`src/rtl/seg7_scan_ctrl.sv`:
```
// Time-multiplexed 7-segment scan controller with frame-aligned double buffering; all outputs registered (1 cycle).
// No backpressure: scanning is free-running. Macro LEADING_ZERO_BLANK_EN enables leading-zero blanking.
module seg7_scan_ctrl #(
    parameter int NUM_DIGITS   = 4,
    parameter int WIDTH        = 4,
    parameter int REFRESH_DIV  = 100000,
    parameter int BLANK_CYCLES = 1000
) (
    input  logic                          clk,
    input  logic                          reset,
    input  logic [NUM_DIGITS*WIDTH-1:0]   digits_in,
    input  logic                          load,
    input  logic [NUM_DIGITS-1:0]         digit_en,
    output logic [WIDTH-1:0]              nibble_out,
    output logic [$clog2(NUM_DIGITS)-1:0] digit_sel,
    output logic [NUM_DIGITS-1:0]         anode_n,
    output logic                          frame_done
);
    localparam int CW = $clog2(REFRESH_DIV);
    localparam int IW = $clog2(NUM_DIGITS);
    localparam int DW = NUM_DIGITS * WIDTH;
    localparam logic [CW-1:0] DIV_LAST  = CW'(REFRESH_DIV - 1);
    localparam logic [CW-1:0] BLANK_END = CW'(BLANK_CYCLES);
    localparam logic [IW-1:0] IDX_LAST  = IW'(NUM_DIGITS - 1);

    logic [CW-1:0]         div_cnt_q, div_cnt_d;
    logic [IW-1:0]         idx_q, idx_d;
    logic [DW-1:0]         shadow_q, shadow_d;
    logic [DW-1:0]         active_q, active_d;
    logic                  pending_q, pending_d;
    logic [WIDTH-1:0]      nibble_q, nibble_d;
    logic [IW-1:0]         sel_q, sel_d;
    logic [NUM_DIGITS-1:0] anode_q, anode_d;
    logic                  done_q, done_d;
    logic                  slot_end;
    logic                  boundary;
    logic                  lz_blank;

`ifdef LEADING_ZERO_BLANK_EN
    // lz_vec[k] is set when digit k and everything above it are zero.
    logic [NUM_DIGITS-1:0] lz_vec;
    logic                  lz_run;

    always_comb begin
        lz_vec = '0;
        lz_run = 1'b1;
        for (int k = NUM_DIGITS - 1; k >= 1; k--) begin
            lz_run    = lz_run & (active_q[k*WIDTH +: WIDTH] == '0);
            lz_vec[k] = lz_run;
        end
    end

    assign lz_blank = lz_vec[idx_q];
`else
    assign lz_blank = 1'b0;
`endif

    assign slot_end = (div_cnt_q == DIV_LAST);
    assign boundary = slot_end && (idx_q == IDX_LAST);

    always_comb begin
        div_cnt_d = slot_end ? '0 : div_cnt_q + 1'b1;
        idx_d     = idx_q;
        if (slot_end) begin
            idx_d = (idx_q == IDX_LAST) ? '0 : idx_q + 1'b1;
        end

        shadow_d  = shadow_q;
        active_d  = active_q;
        pending_d = pending_q;
        if (boundary) begin
            // A load landing on the boundary itself is newer than the shadow copy.
            if (load) begin
                active_d = digits_in;
            end else if (pending_q) begin
                active_d = shadow_q;
            end
            pending_d = 1'b0;
        end else if (load) begin
            shadow_d  = digits_in;
            pending_d = 1'b1;
        end

        nibble_d = active_q[idx_q*WIDTH +: WIDTH];
        sel_d    = idx_q;
        anode_d  = '1;
        if ((div_cnt_q >= BLANK_END) && digit_en[idx_q] && !lz_blank) begin
            anode_d[idx_q] = 1'b0;
        end
        done_d = boundary;
    end

    always_ff @(posedge clk or posedge reset) begin
        if (reset) begin
            div_cnt_q <= '0;
            idx_q     <= '0;
            shadow_q  <= '0;
            active_q  <= '0;
            pending_q <= 1'b0;
            nibble_q  <= '0;
            sel_q     <= '0;
            anode_q   <= '1;
            done_q    <= 1'b0;
        end else begin
            div_cnt_q <= div_cnt_d;
            idx_q     <= idx_d;
            shadow_q  <= shadow_d;
            active_q  <= active_d;
            pending_q <= pending_d;
            nibble_q  <= nibble_d;
            sel_q     <= sel_d;
            anode_q   <= anode_d;
            done_q    <= done_d;
        end
    end

    assign nibble_out = nibble_q;
    assign digit_sel  = sel_q;
    assign anode_n    = anode_q;
    assign frame_done = done_q;
endmodule

```
`config.mk`:
```
export PLATFORM = sky130hd
export DESIGN_NAME = seg7_scan_ctrl
export DESIGN_NICKNAME = d
export VERILOG_FILES = /design/src/rtl/seg7_scan_ctrl.sv
export SDC_FILE = /design/constraint.sdc
export NUM_CORES = 1
export LEC_CHECK = 0
export CAP_MARGIN = 10
export CORE_MARGIN = 5
export CORE_UTILIZATION = 40
export CTS_CLUSTER_DIAMETER = 150
export CTS_CLUSTER_SIZE = 28
export DETAILED_ROUTE_END_ITERATION = 8
export DONT_BUFFER_PORTS = 1
export GPL_TIMING_DRIVEN = 0
export PLACE_DENSITY = 0.65
export SYNTH_ARGS = -nofsm -noshare
export SYNTH_HDL_FRONTEND = slang
export SYNTH_SLANG_ARGS = --single-unit
```
`constraint.sdc`:
```
create_clock -name clk -period 5.7 [get_ports clk]
set_input_delay 0.57 -clock clk [delete_from_list [all_inputs] [get_ports clk]]
set_output_delay 0.57 -clock clk [all_outputs]
set_load 0.01 [all_outputs]
```
* After elaboration in Yosys (flattened, before gate mapping)
Index checks and enable logic that the tools add are counted.
** Word-level totals
- Output and inout port bits :: 11
- Bits in registers :: 63
** Operators by class
- $add $sub $neg :: 2
- Multiplexer cells :: 11
- Eq/ne operators :: 2
- Reduce and logical (&&, ||, !) cells :: 7
- Magnitude comparators :: 3
- Bitwise logic cells :: 2
- Shift-type cells :: 1
** Operator list (count)
- 16-bit two-way mux :: 2
- 17-bit by 1-bit adder with 17-bit output, second input constant :: 1
- 17-bit equality test, second input constant :: 1
- 17-bit by 10-bit >= comparator with 1-bit output, second input constant :: 1
- 17-bit two-way mux :: 1
- 16-bit by 5-bit indexed part select with 4-bit output :: 1
- 1-bit two-way mux :: 4
- 4-bit two-way mux :: 1
- 4-bit NOT :: 1
- 2-bit AND reduction :: 2
- 2-bit nonzero test :: 2
- 1-bit logical AND :: 3
- 2-bit by 3-bit < comparator with 1-bit output, second input constant :: 1
- 2-bit by 1-bit adder with 2-bit output, second input constant :: 1
- 1-bit binary-select mux with 2-bit select :: 1
- 1-bit demux with 2-bit select :: 1
- 2-bit equality test, second input constant :: 1
- 2-bit by 1-bit >= comparator with 1-bit output, second input constant :: 1
- 2-bit two-way mux :: 1
- 1-bit NOT :: 1

* Logic depth before layout (Yosys ltp)
Gate-level depths: netlist of run 1.
- Word-level depth :: 6
- Mapped depth :: 8

* Least setup slack after synthesis of run 1
No wires, ideal clock.
- Path type :: register to register
- Start :: register div_cnt_q[12]
- End :: register shadow_q[10]
- Buffers on the path :: 2
- Setup slack :: 3558 ps
- Clock period less this slack :: 2142 ps
- Stages on the path, launching flop included :: 8
- Data required time :: 5575 ps
- Arrival time :: 2017 ps
- Setup time :: 125 ps
- Path through :: dfrtp_1 or4_4 nor4_4 and2_1 buf_4 nor2_4 buf_6 mux2_4
** On the way
- Word-level cells in the longest chain between the ends :: 4
** RTL lines
- start, declared :: line 26 : logic [CW-1:0] div_cnt_q, div_cnt_d;
- start signal, assigned :: line 105 : div_cnt_q <= div_cnt_d;
- 17-bit equality test :: line 58 : assign slot_end = (div_cnt_q == DIV_LAST);
- 1-bit logical AND :: line 59 : assign boundary = slot_end && (idx_q == IDX_LAST);
- 1-bit NOT (no source line)
- 2-bit AND reduction (no source line)
- end signal, assigned :: line 107 : shadow_q <= shadow_d;
- end, declared :: line 28 : logic [DW-1:0] shadow_q, shadow_d;
Every way passes these cells.
A chain may end at the register's enable or synchronous reset.

* Worst setup path after layout of run 1
- Start :: register div_cnt_q[12]
- End :: register active_q[8]
** On the way
- Word-level cells in the longest chain between the ends :: 3
** RTL lines
- 17-bit equality test :: line 58
- 1-bit logical AND :: line 59
- 2-bit AND reduction (no source line)
- end signal, assigned :: line 108 : active_q <= active_d;
- end, declared :: line 29 : logic [DW-1:0] active_q, active_d;
Every way passes these cells.

==> results of run 1 <==
-- per-layer routing --
layer,global-route usage,vias up,wire [um],part of all wire
met4,0.0469,0,58,0.011
met2,0.228,40,2720,0.49
met1,0.167,857,2380,0.43
li1,-,812,-,-
met5,0,-,0,0
met3,0.0574,8,357,0.065
-- cell usage after synthesis (all sizes together), types with 2 or more instances --
cell type  count  share of area
dfrtp         59           0.52
mux2          16          0.076
a2bb2oi       14          0.065
nand2         14          0.018
nor2          13          0.021
o22ai         12          0.026
nand3          9          0.016
xnor2          9          0.028
inv            7         0.0092
and3           6          0.013
ha             6          0.026
buf            5          0.014
clkbuf         5         0.0066
mux4           5          0.039
xor2           5          0.015
dfstp          4          0.037
nand4          4         0.0087
o21ai          4         0.0070
nor4           3          0.012
a21boi         2         0.0052
a32oi          2         0.0061
nand2b         2         0.0044
nor2b          2         0.0044
-- path summary, 6_finish.rpt --
check | start | endpoint | cells past startpoint
max in group asynchronous | reset | anode_n[0] | 2
worst max register to register | div_cnt_q[12] | active_q[8] | 6
min in group clk | digits_in[11] | active_q[11] | 2
worst max-delay path | div_cnt_q[12] | active_q[8] | 6
worst min register to register | idx_q[0] | digit_sel[0] | 0
worst min-delay path | reset | shadow_q[7] | 1
-- power groups by stage --
stage | registers (mW) | clock network [mW] | logic [mW]
6_report | 0.476 | 0.407 | 0.0552
5_1_grt | 0.478 | 0.441 | 0.0608
4_1_cts | 0.476 | 0.418 | 0.0568
3_5_place_dp | 0.484 | 0 | 0.0561
3_3_place_gp | 0.484 | 0 | 0.0534
2_1_floorplan | 0.481 | 0 | 0.0458
-- area by class of cell --
cell class,count,area (um^2),area share
buffer,10,58.8,0.0183
clock buffer,12,135,0.0421
clock inverter,4,70.1,0.0218
inverter,8,30.0,0.00935
multi-input combinational,137,1190,0.372
sequential,63,1580,0.493
tap,96,120,0.0374
timing repair buffer,1,20.0,0.00624
-- stage by stage --
stage / hold WS (ns) / worst slack (ns) / cells / utilization
floorplan: 0.404 / 3.56 / 218 / -
global placement: 0.426 / 2.90 / 314 / 0.435
detailed placement: 0.436 / 3.38 / 315 / 0.438
CTS: 0.221 / 3.36 / 331 / 0.467
global route: 0.248 / 3.22 / 331 / 0.467
finish: 0.213 / 3.39 / 331 / 0.467
-- state kept, by name (all words and copies together) (netlist names) --
signal / cells
shadow_q: 16
anode_n: 4
nibble_out: 4
pending_q: 1
idx_q: 2
div_cnt_q: 17
frame_done: 1
active_q: 16
digit_sel: 2
-- kinds of logic after synthesis --
logic type                 count (synthesis)  synth area share
AOI/OAI and AO/OA                         36             0.114
xor gates and xnor gates                  14            0.0428
buffers and inverters                     18            0.0310
muxes                                     22             0.119
adders and majority gates                  6            0.0262
DFF                                       63             0.552
and+or+nand+nor                           59             0.115
==> flow_metrics.py, run 1 <==
metrics = {
    "global_routing": {
        "antenna_found_initial": 0,
        "grt_usage": 0.140,
        "grt_overflow_total": 0,
        "grt_pass1_wl_mm": 9.39,
        "grt_max_degree": 33,
        "grt_pass1_vias": 1852,
    },
    "power_and_ir_drop": {
        "max-vdd-ir-drop_uv": 176,
        "p_sw_mw": 0.199,
        "p_int_mw": 0.740,
        "switching_share": 0.212,
        "p_leak_nw": 1.38,
        "total_power_mw": 0.939,
        "p_seq_frac": 0.507,
        "clkPwrFrac": 0.434,
        "combPwrFrac": 0.059,
        "powerDensity_nw_per_um2": 292,
    },
    "logic_synthesis": {
        "ys_types": 40,
        "synth-seq-area-share": 0.552,
        "syn-num-nets": 247,
        "syn_inst": 218,
        "syn_area_um2": 2870,
        "synth_ff_type": "dfrtp_1",
        "ys_ff_latch": 63,
        "synth_edf_count": 0,
        "syn_area_per_cell_um2": 13.1,
        "synth_warnings": 0,
        "async_flop_share": 1.00,
    },
    "timing": {
        "fin_setup_tns_ns": 0,
        "rsz0062_at_grt": "false",
        "max-slew-margin-rel": 0.549,
        "period_minus_slack_ns": 2.31,
        "worst_pin_slew_ns": 0.676,
        "setup_violations": 0,
        "drv_slew": 0,
        "fin_skew_ns": 0.00652,
        "post-route-period-util": 0.406,
        "timing_hold_violations_final": 0,
        "fmax_mhz": 432,
    },
    "critical_path": {
        "required_ns": 5.97,
        "crit_arrival_ns": 2.58,
        "cp-end-kind": "flop",
        "r2r_slack_ns": 3.39,
        "crit_chain": "or4_4, nor4_1, nand2_1, nor2_2, buf_6, a2bb2oi_2",
        "crit_family": "simple AND/OR/NAND/NOR gates",
        "path_buf_inv": 1,
        "cp_slowest_cell": "or4_4",
        "cp-start-kind": "flop",
        "critPathKind": "reg2reg",
        "worstPathMaxFanout": 10,
        "critPathMaxStageDelay_ns": 0.58,
    },
    "layout": {
        "design_area_um2": 3210,
        "diodes": 0,
        "final_layout_size_suffix_gt1_frac": 0.251,
        "nNetsFinal": 259,
        "fillers": 618,
        "layout_common_cells": "dfrtp_1 (59), nand2_1 (14), o22ai_1 (12)",
        "layout.cells.most_common": "dfrtp_1",
        "syn_to_final_growth_pct": 12.1,
    },
    "worst_hold_path": {
        "hp-class": "in2async",
    },
    "floorplanning": {
        "die_h_um": 94.6,
        "die_w_um": 94.6,
        "dieArea_um2": 8960,
        "core_um2": 6870,
        "start_util": 0.417,
        "ios": 34,
        "row_count": 30,
    },
    "flow_run": {
        "maxCapViolCount": 0,
    },
    "drt": {
        "via_per_inst": 5.19,
        "dr.first_iter.drc_count": 69,
        "first_pass_iters": 4,
        "wirelength_mm": 5.51,
        "ant_nets": 0,
        "vias": 1717,
        "wl_per_cell_um": 16.6,
        "route.detailed.drc": 0,
    },
    "clock_network": {
        "numClockSinks": 63,
        "cts_hold_buf": 0,
        "clk_pin_slew_ns": 0.07,
        "insertion_delay_ns": 0.34,
        "post-cts-setup-buffers": 0,
        "root_buffer": "clkbuf_8",
        "cts_max_path_buffers": 2,
        "post_cts_resized": 0,
        "htree_levels": 3,
        "cts_tree": "yes",
        "cts_buffers": 9,
    },
    "placed_design": {
        "portBuffers": 0,
        "place_hpwl_mm": 3.78,
        "place.gp.congestion": 0.812,
        "place_area_um2": 3010,
    },
    "outcome": {
        "outcome": "finished clean",
    },
}
Note: power is estimated with default switching activity, not from simulation.
==> run 2, diff against run 1 <==
PLACE_DENSITY = 0.67   (was 0.65)
clock period = 1.9 ns   (was 5.7 ns; I/O delays follow)
==> flow_metrics.py, run 2 (synthesis results as in run 1) <==
metrics = {
    "timing": {
        "timing_hold_violations_final": 0,
        "drv_slew": 0,
        "rsz0062_at_grt": "true",
        "worst_slack_ns": -0.176,
        "max-slew-margin-rel": 0.499,
        "setup_violations": 33,
        "period_minus_slack_ns": 2.08,
        "fmax_mhz": 482,
        "post-route-period-util": 1.09,
        "fin_skew_ns": 0.00677,
        "worst_pin_slew_ns": 0.751,
    },
    "critical_path": {
        "crit_chain": "or4_4, nor4_4, and2_1, buf_6, nor2_4, clkbuf_16, mux2_4",
        "cp-end-kind": "flop",
        "reg2reg_depth": 7,
        "crit_arrival_ns": 2.30,
        "critPathLaunch": "div_cnt_q[14]",
        "r2r_start": "div_cnt_q[14]",
        "required_ns": 2.13,
        "critPathKind": "reg2reg",
        "cp-start-kind": "flop",
        "crit_family": "simple AND/OR/NAND/NOR gates",
        "path_buf_inv": 2,
        "reg2reg_to": "shadow_q[8]",
        "critPathMaxStageDelay_ns": 0.58,
        "cp_slowest_cell": "or4_4",
        "r2r_slack_ns": -0.18,
        "worstPathMaxFanout": 6,
    },
    "power_and_ir_drop": {
        "powerDensity_nw_per_um2": 779,
        "p_sw_mw": 0.624,
        "clkPwrFrac": 0.424,
        "max-vdd-ir-drop_uv": 565,
        "p_int_mw": 2.23,
        "p_seq_frac": 0.501,
        "p_leak_nw": 1.59,
        "switching_share": 0.219,
        "combPwrFrac": 0.075,
        "total_power_mw": 2.86,
    },
    "global_routing": {
        "grt_usage": 0.156,
        "grt_max_degree": 37,
        "antenna_found_initial": 0,
        "grt_overflow_total": 0,
        "grt_pass1_wl_mm": 10.3,
        "grt_pass1_vias": 2065,
    },
    "drt": {
        "ant_nets": 0,
        "via_per_inst": 5.23,
        "vias": 1920,
        "route.detailed.drc": 0,
        "first_pass_iters": 4,
        "dr.first_iter.drc_count": 84,
        "wl_per_cell_um": 16.8,
        "wirelength_mm": 6.18,
    },
    "clock_network": {
        "root_buffer": "clkbuf_8",
        "htree_levels": 3,
        "clk_pin_slew_ns": 0.07,
        "cts_tree": "yes",
        "cts_buffers": 9,
        "numClockSinks": 63,
        "insertion_delay_ns": 0.34,
        "cts_max_path_buffers": 2,
    },
    "placed_design": {
        "dpl_worst_slack_ns": -0.291,
        "place.gp.congestion": 0.785,
        "dp_cells": 315,
        "portBuffers": 0,
        "place_area_um2": 3020,
        "place_hpwl_mm": 3.75,
    },
    "floorplanning": {
        "start_util": 0.417,
        "ios": 34,
        "die_h_um": 94.6,
        "core_um2": 6870,
        "row_count": 30,
        "dieArea_um2": 8960,
        "die_w_um": 94.6,
    },
    "worst_hold_path": {
        "holdPathEnd": "active_q[15]",
        "holdCritStartpoint": "digits_in[15]",
        "hold_depth": 2,
        "hp-class": "in2reg",
    },
    "layout": {
        "fin_util": 0.534,
        "layout.cells.most_common": "dfrtp_1",
        "layout_common_cells": "dfrtp_1 (57), dlygate4sd3_1 (18), buf_4 (15)",
        "largest_register": "div_cnt_q",
        "fin_cells": 367,
        "largest_register_ffs": 17,
        "biggestRegsByFlops": "div_cnt_q (17), active_q (16), shadow_q (16)",
        "fillers": 577,
        "nNetsFinal": 295,
        "design_area_um2": 3660,
        "syn_to_final_growth_pct": 27.9,
        "final_layout_size_suffix_gt1_frac": 0.336,
        "diodes": 0,
    },
    "outcome": {
        "outcome": "finished with violations",
        "violations": "setup timing",
    },
    "flow_run": {
        "maxCapViolCount": 0,
    },
}
[run 2: cell types whose count changed in the layout (fill, tap and decap cells not counted), moves of 2 or more]
cell	previous run	this run
dfrtp_2	0	2
buf_6	2	4
a2bb2oi_2	10	13
dlygate4sd3_1	0	18
dfrtp_1	59	57
buf_4	1	15
a2bb2oi_1	4	1
clkbuf_8	9	12
clkbuf_1	8	3
[run 2: how the worst max path moves through the flow]
stage	endpoint	slack (ns)	depth (start not counted)
finish	shadow_q[8]	-0.18	7
global route	shadow_q[8]	-0.24	8
CTS	shadow_q[3]	-0.26	7
detailed placement	active_q[9]	-0.29	6
global placement	div_cnt_q[5]	-0.52	1
floorplan	shadow_q[10]	-0.1	7
[run 2: power groups by stage]
stage / logic, mW / clock network [mW] / registers, mW
after floorplan: 0.138 / 0 / 1.44
after global placement: 0.161 / 0 / 1.45
after detailed placement: 0.168 / 0 / 1.45
after CTS: 0.211 / 1.24 / 1.43
after global routing: 0.236 / 1.31 / 1.44
final: 0.215 / 1.21 / 1.43
[run 2: cell type report]
cell class	instances	area, um^2	share of cell area
repair buffers	39	399	0.109
clock inverters	3	40.0	0.0109
clock buffers	13	169	0.0461
inverters	8	30.0	0.00819
well taps	96	120	0.0328
multi-input cells	137	1250	0.342
plain buffers	8	68.8	0.0188
flip-flops and latches	63	1580	0.432
[run 2: stage by stage]
stage	TNS (ns)	hold WS, ns
2_1_floorplan	-1.48	0.324
3_3_place_gp	-38.89	0.330
3_5_place_dp	-8.21	0.255
4_1_cts	-4.63	0.00236
5_1_grt	-6.53	0.0180
6_report	-3.50	0.0190
[run 2: layer usage]
metal	track usage	vias up	part of all wire
met3	0.0661	12	0.055
met1	0.185	973	0.42
met5	0	-	0
met2	0.254	47	0.51
met4	0.0505	0	0.018
li1	-	888	-
[run 2: repair_timing]
action | in CTS | in global routing
endpoints found under the setup margin | 43 | 47
setup buffers | 10 | 8
hold buffers | 18 | 0
endpoints found under the hold margin | 49 | 0
pin swaps | 8 | 4
gates resized for setup | 10 | 13
gates cloned | 2 | 0
